**config.mk**
```make
export PLATFORM = sky130hd
export DESIGN_NAME = wb_io_fifo_port
export DESIGN_NICKNAME = d
export VERILOG_FILES = /design/src/rtl/wb_io_fifo_port.sv
export SDC_FILE = /design/constraint.sdc
export NUM_CORES = 1
export LEC_CHECK = 0
export ABC_AREA = 1
export CORE_AREA = 2 2 146 148
export DETAILED_ROUTE_END_ITERATION = 8
export DIE_AREA = 0 0 148 150
export GPL_ROUTABILITY_DRIVEN = 0
export SETUP_SLACK_MARGIN = 0.2
export SLEW_MARGIN = 20
export SYNTH_ARGS = -nofsm -noshare
export SYNTH_HDL_FRONTEND = slang
export SYNTH_SLANG_ARGS = --single-unit
```
**constraint.sdc**
```tcl
create_clock -name wb_clk_i -period 2.6 [get_ports wb_clk_i]
set_clock_uncertainty 0.2 [all_clocks]
set_input_delay 0.26 -clock wb_clk_i [delete_from_list [all_inputs] [get_ports wb_clk_i]]
set_output_delay 0.26 -clock wb_clk_i [all_outputs]
set_load 0.05 [all_outputs]
```
**src/rtl/wb_io_fifo_port.sv**
```systemverilog
// Wishbone classic I/O-space slave: CPU OUT writes push bytes into a FIFO
// that drains through a valid/ready byte stream; status/count/control
// registers share the same two-word window.
module wb_io_fifo_port #(
    parameter int unsigned DEPTH = 16,
    parameter int unsigned AW    = 4,
    parameter int unsigned WAIT  = 1,
    parameter logic [14:0] BASE  = 15'h5b
) (
    input  logic        wb_clk_i,
    input  logic        wb_rst_i,
    input  logic [15:0] wb_dat_i,
    output logic [15:0] wb_dat_o,
    input  logic [19:1] wb_adr_i,
    input  logic        wb_we_i,
    input  logic        wb_tga_i,
    input  logic [1:0]  wb_sel_i,
    input  logic        wb_stb_i,
    input  logic        wb_cyc_i,
    output logic        wb_ack_o,
    output logic [7:0]  out_dat,
    output logic        out_valid,
    input  logic        out_ready
);

    localparam int unsigned CW = AW + 1;

    localparam logic [1:0] S_IDLE = 2'd0;
    localparam logic [1:0] S_WAIT = 2'd1;
    localparam logic [1:0] S_ACK  = 2'd2;

    logic [1:0]    state, state_nxt;
    logic [2:0]    wcnt, wcnt_nxt;

    logic          acc_we, acc_hi;
    logic [1:0]    acc_sel;
    logic [7:0]    acc_dat;

    logic [7:0]    mem [DEPTH];
    logic [AW-1:0] rd_ptr, wr_ptr, rd_nxt, wr_nxt;
    logic [CW-1:0] count, count_nxt;
    logic          enable, enable_nxt;
    logic          full, empty;

    logic [14:0]   wadr;
    logic          hit_lo, hit_hi, sel_hit;
    logic          a_we, a_hi;
    logic [1:0]    a_sel;
    logic          blocked;
    logic          do_ack, do_push, do_pop, do_flush, do_en;
    logic [7:0]    rd_lo, rd_hi;
    logic [15:0]   rdata;
    logic [7:0]    head_nxt;
    logic          unused_ok;

    // Address decode; only the two-word window in I/O space is ever selected
    assign wadr    = wb_adr_i[15:1];
    assign hit_lo  = (wadr == BASE);
    assign hit_hi  = (wadr == BASE + 15'd1);
    assign sel_hit = wb_cyc_i & wb_stb_i & wb_tga_i & (hit_lo | hit_hi);

    assign full      = (count == CW'(DEPTH));
    assign empty     = (count == '0);
    assign unused_ok = ^{wb_adr_i[19:16], wb_dat_i[15:8]};

    // Access attributes: live bus in IDLE, latched copy once the cycle is owned
    always_comb begin
        a_we  = acc_we;
        a_hi  = acc_hi;
        a_sel = acc_sel;
        if (state == S_IDLE) begin
            a_we  = wb_we_i;
            a_hi  = hit_hi;
            a_sel = wb_sel_i;
        end
        blocked = a_we & ~a_hi & a_sel[0] & full;
    end

    // Next-state logic: wait-state countdown, FIFO-full back-pressure, abort
    always_comb begin
        state_nxt = state;
        wcnt_nxt  = wcnt;
        case (state)
            S_IDLE: begin
                if (sel_hit) begin
                    wcnt_nxt  = 3'(WAIT);
                    state_nxt = ((WAIT != 0) || blocked) ? S_WAIT : S_ACK;
                end
            end
            S_WAIT: begin
                if (!(wb_cyc_i && wb_stb_i)) begin
                    state_nxt = S_IDLE;
                end else if (wcnt != 3'd0) begin
                    wcnt_nxt = wcnt - 3'd1;
                end else if (!blocked) begin
                    state_nxt = S_ACK;
                end
            end
            S_ACK:   state_nxt = S_IDLE;
            default: state_nxt = S_IDLE;
        endcase
    end

    // State register
    always_ff @(posedge wb_clk_i) begin
        if (wb_rst_i) begin
            state <= S_IDLE;
            wcnt  <= 3'd0;
        end else begin
            state <= state_nxt;
            wcnt  <= wcnt_nxt;
        end
    end

    // Side effects fire only in the single ACK cycle; flush beats push/pop
    always_comb begin
        do_ack     = (state == S_ACK);
        do_push    = do_ack & acc_we & ~acc_hi & acc_sel[0] & ~full;
        do_en      = do_ack & acc_we &  acc_hi & acc_sel[0];
        do_flush   = do_en & acc_dat[0];
        do_pop     = out_valid & out_ready;

        rd_nxt     = rd_ptr;
        wr_nxt     = wr_ptr;
        count_nxt  = count;
        enable_nxt = enable;
        if (do_en) begin
            enable_nxt = acc_dat[1];
        end
        if (do_flush) begin
            rd_nxt    = '0;
            wr_nxt    = '0;
            count_nxt = '0;
        end else begin
            if (do_push) begin
                wr_nxt = wr_ptr + AW'(1);
            end
            if (do_pop) begin
                rd_nxt = rd_ptr + AW'(1);
            end
            count_nxt = count + CW'(do_push) - CW'(do_pop);
        end
        head_nxt = (do_push && (wr_ptr == rd_nxt)) ? acc_dat : mem[rd_nxt];
    end

    // Read-data mux, each lane gated by its byte select
    always_comb begin
        rd_lo = a_hi ? {6'b0, enable, 1'b0} : 8'h00;
        rd_hi = a_hi ? 8'(count) : {5'b0, out_valid, full, empty};
        rdata = {(a_sel[1] ? rd_hi : 8'h00), (a_sel[0] ? rd_lo : 8'h00)};
    end

    // Bus outputs, latched access, FIFO pointers and registered stream head
    always_ff @(posedge wb_clk_i) begin
        if (wb_rst_i) begin
            wb_ack_o  <= 1'b0;
            wb_dat_o  <= 16'h0000;
            acc_we    <= 1'b0;
            acc_hi    <= 1'b0;
            acc_sel   <= 2'b00;
            acc_dat   <= 8'h00;
            rd_ptr    <= '0;
            wr_ptr    <= '0;
            count     <= '0;
            enable    <= 1'b0;
            out_valid <= 1'b0;
            out_dat   <= 8'h00;
        end else begin
            wb_ack_o <= (state_nxt == S_ACK);
            wb_dat_o <= ((state_nxt == S_ACK) && !a_we) ? rdata : 16'h0000;
            if ((state == S_IDLE) && sel_hit) begin
                acc_we  <= wb_we_i;
                acc_hi  <= hit_hi;
                acc_sel <= wb_sel_i;
                acc_dat <= wb_dat_i[7:0];
            end
            rd_ptr    <= rd_nxt;
            wr_ptr    <= wr_nxt;
            count     <= count_nxt;
            enable    <= enable_nxt;
            out_valid <= enable_nxt & (count_nxt != '0);
            out_dat   <= head_nxt;
        end
    end

    // FIFO storage
    always_ff @(posedge wb_clk_i) begin
        if (do_push) begin
            mem[wr_ptr] <= acc_dat;
        end
    end

endmodule
```
# ---- After elaboration in Yosys (flattened, before gate mapping)
# Memories as Yosys holds them, arrays and structs flattened. A register that Yosys moved wholly into a read port is not among the register bits.
# Index checks and enable logic that the tools add are counted.
dict set report word_totals {
  register_bits 49
  latch_bits 0
  ram_bits 128
  rom_bits 0
  in_bits 44
  n_memories 1
}
dict set report op_classes {
  n_addsub 5
  multipliers 0
  n_div 0
  n_lt_le_gt_ge 0
  eq_ne 9
  shift 0
  n_mux 19
  bitwise 22
  reduce_logical 15
}
# memory depth width rd rd_clocked_by_memory_dff wr line
set mem_list {}
lappend mem_list {mem 16 8 1 1 1 39} ;# logic [7:0] mem [DEPTH];
# cell n
set op_table {}
lappend op_table {{$eq 15x7->1 const B} 2}
lappend op_table {{$and 1x1->1} 15}
lappend op_table {{$mux 3} 4}
lappend op_table {{$mux 2} 5}
lappend op_table {{$add 4x1->4 const B} 2}
lappend op_table {{$mux 4} 2}
lappend op_table {{$reduce_or 4->1} 2}
lappend op_table {{$ne 2x2->1 const B} 3}
lappend op_table {{$not 1->1} 6}
lappend op_table {{$pmux 3 s2} 1}
lappend op_table {{$reduce_or 3->1} 2}
lappend op_table {{$add 5x1->5} 1}
lappend op_table {{$eq 5x5->1 const B} 1}
lappend op_table {{$logic_not 5->1} 1}
lappend op_table {{$mux 1} 5}
lappend op_table {{$mux 5} 1}
lappend op_table {{$reduce_bool 5->1} 1}
lappend op_table {{$sub 5x1->5} 1}
lappend op_table {{$eq 2x2->1 const B} 2}
lappend op_table {{$pmux 2 s2} 1}
lappend op_table {{$reduce_and 4->1} 1}
lappend op_table {{$logic_and 1x1->1} 3}
lappend op_table {{$reduce_bool 3->1} 1}
lappend op_table {{$sub 3x1->3 const B} 1}
lappend op_table {{other kinds (6)} 6}

# ---- Depth between registers and ports, before layout
dict set report logic_depth {
  depth_word 14
  depth_mapped 15
  depth_no_buf 15
}

# ---- Worst setup path after synthesis
# OpenSTA, ideal clock, no wires.
dict set report synth_timing {
  path_kind {register to register}
  start {register count[3]}
  end {register out_valid}
  setup_time_ns 0.081
  t_arrival_ns 2.216
  path_slack_ns 0.104
  stages_incl_launch_ff 13
  path_cell_list {dfxtp_1 -> inv_1 -> ha_1 -> nand4_1 -> nand2_1 -> ha_1 -> inv_1 -> ha_1 -> fa_1 -> nand3_1 -> a21oi_1 -> nand3b_1 -> a41oi_1}
}
dict set report synth_via {
  elab_chain_len 8
}
# element line
set synth_lines {}
lappend synth_lines {{from (decl)} 41} ;# logic [CW-1:0] count, count_nxt;
lappend synth_lines {{from (signal assigned)} 179} ;# count <= count_nxt;
lappend synth_lines {{$eq 5x5->1} 62} ;# assign full = (count == CW'(DEPTH));
lappend synth_lines {{$not 1->1} 118} ;# do_push = do_ack & acc_we & ~acc_hi & acc_sel[0] & ~full;
lappend synth_lines {{$and 1x1->1} 118}
lappend synth_lines {{$add 5x1->5 (*)} 141} ;# count_nxt = count + CW'(do_push) - CW'(do_pop);
lappend synth_lines {{$sub 5x1->5 (*)} 141}
lappend synth_lines {{$mux 5 (*)} 130} ;# if (do_flush) begin
lappend synth_lines {{$reduce_bool 5->1 (*)} 181} ;# out_valid <= enable_nxt & (count_nxt != '0);
lappend synth_lines {{$and 1x1->1 (*)} 181}
lappend synth_lines {{to (signal assigned)} 181}
lappend synth_lines {{to (decl)} 22} ;# output logic out_valid,
# Every way passes the cells marked *; elsewhere a longest branch is shown, timed or not.
# A chain may end at the register's enable or synchronous reset.

# ---- Final worst setup path
dict set report layout_timing {
  start {register count[2]}
  end {register out_valid}
}
# Same word-level chain as after synthesis.

==> impl_metrics.py <==
metrics = {
    "run_status": {
        "outcome": "completed",
    },
    "placement": {
        "post-place-ws_ns": -0.06273,
        "placedCellCount": 1230,
        "place_hpwl_um": 12600,
        "placed_cell_area_mm2": 0.009086,
        "port_buffers": 47,
    },
    "synthesis": {
        "synth-edff-count": 128,
        "synth_top_family_by_area": "simple AND/OR/NAND/NOR gates",
        "ys.warnings.count": 0,
        "netlist_area_mm2": 0.008098,
        "synth_top_area_frac": 0.4747,
        "synthTopCellsByArea": "edfxtp_1 47%, dfxtp_1 12%, nand3_1 8.9%",
        "synth_fa_ha_area_frac": 0.02256,
        "yosysSeqAreaShare": 0.5909,
        "synth_ff_type": "edfxtp_1",
        "synth_compound_area_frac": 0.03229,
        "yosys.area_share.simple": 0.2458,
        "synthCells": 896,
        "ys_ff_latch": 175,
        "synth.distinct_cells": 34,
        "avgSynthCellArea_um2": 9.038,
        "postSynth.asyncResetShare": 0,
        "yosysTopAreaCell": "edfxtp_1",
        "synth_xor_area_frac": 0.003245,
        "synthMuxAreaShare": 0,
    },
    "sta": {
        "slew_viol_final": 0,
        "fmax_ghz": 0.4267,
        "tightest_slew_ns": 0.5441,
        "period_share": 0.9013,
        "finalWorstSetupSlack_ns": 0.2567,
        "rsz0062_at_grt": "yes",
        "finalHoldViolCount": 0,
        "max-slew-margin-rel": 0.6368,
        "finalCriticalPeriod_ns": 2.343,
        "setup_viol": 0,
        "setup_tns_ns": 0,
    },
    "cts": {
        "ctsLongestPathBuffers": 2,
        "clockRootBuffer": "clkbuf_16",
        "path_clk_slew_ns": 0.06,
        "numCtsBuffers": 17,
        "clock_latency_ns": 0.43,
        "cts_hold_buf": 0,
        "clkSinkCount": 175,
        "cts_tree": "done",
        "cts_max_level": 4,
    },
    "floorplan": {
        "core_area_mm2": 0.02069,
        "die_h_um": 150,
        "initial_core_util": 0.3914,
        "dieArea_mm2": 0.02220,
        "ios": 70,
        "die_width_um": 148,
        "rows": 53,
    },
    "routing": {
        "drt.antenna.violating_nets": 0,
        "drtIter0Drc": 516,
        "num_vias": 6048,
        "wl_per_cell_um": 15.17,
        "first_pass_iters": 6,
        "routed-wl-met3_um": 1004,
        "top_layer": "met4",
        "wirelength_um": 19410,
        "drc": 0,
        "viasPerCell": 4.729,
        "routed-wl-met2_um": 8880,
        "met1_length_um": 9170,
    },
    "layout": {
        "design_area_mm2": 0.009882,
        "final_util": 0.4776,
        "final_layout_size_suffix_gt1_frac": 0.1305,
        "n_antenna_cell": 0,
        "area_delta_synth_final_pct": 22.03,
        "nets": 1049,
        "instances_no_fill": 1279,
    },
    "global_routing": {
        "grt_max_degree": 34,
        "grt_pass1_vias": 5662,
        "grt-ovfl-total": 0,
        "grt_pass1_wl_um": 30490,
        "track_usage": 0.1803,
        "antenna_found_initial": 0,
    },
    "critical_path": {
        "cp-start-kind": "flop",
        "critical_path.max_fanout": 2,
        "endpoint_kind": "flop",
        "critPathKind": "flop to flop",
        "r2r_slack_ns": 0.26,
        "arrival_ns": 2.50,
        "crit_required_ns": 2.75,
    },
    "power": {
        "peakVddDrop_v": 0.0004306,
        "p_per_area_mw_per_mm2": 548.8,
        "p_leak_nw": 4.302,
    },
    "hold_path": {
        "min_path_type": "flop to flop",
    },
    "job": {
        "drv_cap": 0,
    },
}
[worst paths after layout]
check           start   endpoint  cells after the start
max          count[2]  out_valid                     12
min           wcnt[0]    wcnt[0]                      1
max reg2reg  count[2]  out_valid                     12
min reg2reg   wcnt[0]    wcnt[0]                      1
[cells in the final DEF, fill, tap and decap left out, types with 3 or more instances in the layout]
cell | netlist | routed
nand2_1 | 173 | 172
inv_1 | 150 | 145
nand3_1 | 144 | 138
edfxtp_1 | 128 | 128
nor2_1 | 114 | 112
buf_4 | 11 | 53
clkdlybuf4s50_1 | 0 | 47
dfxtp_1 | 47 | 41
a21oi_1 | 24 | 23
o21ai_0 | 21 | 20
clkbuf_16 | 0 | 19
ha_1 | 13 | 10
conb_1 | 1 | 10
inv_2 | 3 | 8
nand3_2 | 0 | 6
dfxtp_2 | 0 | 6
clkbuf_1 | 3 | 6
buf_12 | 0 | 6
nand2_2 | 6 | 5
nand3b_1 | 5 | 5
nor2_2 | 2 | 4
xor2_1 | 3 | 3
or2_2 | 3 | 3
ha_4 | 0 | 3
[cells in the mapped netlist, drive strengths merged, types with 2 or more instances]
cell type,n
a21oi,24
buf,38
clkbuf,3
dfxtp,47
edfxtp,128
ha,13
inv,153
nand2,179
nand3,145
nand3b,5
nand4,2
nor2,118
nor3,3
nor4,2
o21ai,22
or2,3
xor2,3
[layer usage]
| metal | vias up | global-route usage |
|---|---|---|
| li1 | 3058 | - |
| met1 | 2807 | 0.2517 |
| met2 | 154 | 0.2854 |
| met3 | 29 | 0.03628 |
| met4 | 0 | 0.05286 |
| met5 | - | 0 |
[report_power, final]
part	switching, W	internal, W
sequential	0.00000118	0.00296
combinational	0.0000765	0.0000563
clock	0.00105	0.00128
[timing repair]
action | 4_1_cts | 5_1_grt
setup buffers | 12 | 4
pin swaps | 8 | 8
setup endpoints to repair | 2 | 30
gates cloned | 0 | 1
resized for setup | 20 | 13
[metrics by stage]
stage          power [W]  hold slack (ns)
2_1_floorplan   0.003099           0.1291
5_1_grt         0.005570           0.2533
4_1_cts         0.005465           0.2251
3_5_place_dp    0.003151           0.2163
6_report        0.005423           0.2309
3_3_place_gp    0.003151           0.2136
[registers in the layout (all words and copies together), names as in the netlist, 3 cells and up]
signal	flops
mem	128
wr_ptr	4
count	5
rd_ptr	4
out_dat	8
wb_dat_o	6
wcnt	3
acc_dat	8
[logic make-up (layout without fill, tap and decap cells)]
kind of cell / after synthesis / count (layout)
adder cells (fa/ha/maj): 14 / 14
AO/OA/AOI/OAI: 50 / 50
AND/OR/NAND/NOR: 458 / 458
XOR/XNOR: 3 / 3
flip-flops: 175 / 175
other: 1 / 10
buffers and inverters: 195 / 294
[layout make-up]
class	instances	area (um2)
multi-input combinational	535	2614
clock inverter	8	56.30
inverter	154	578.1
fill	1963	10810
tap	275	344.1
timing repair buffer	108	1025
sequential	175	4792
clock buffer	24	473.0
[critical path: stages (launching register included)]
cell      delay [ns]
dfxtp_2         0.33
inv_2           0.05
ha_4            0.15
nand4_1         0.11
nand2_2         0.10
ha_4            0.27
inv_2           0.03
ha_4            0.15
fa_2            0.36
nand3_2         0.09
a21oi_2         0.05
nand3b_1        0.19
a41oi_2         0.18
(Power assumes the default switching activity.)
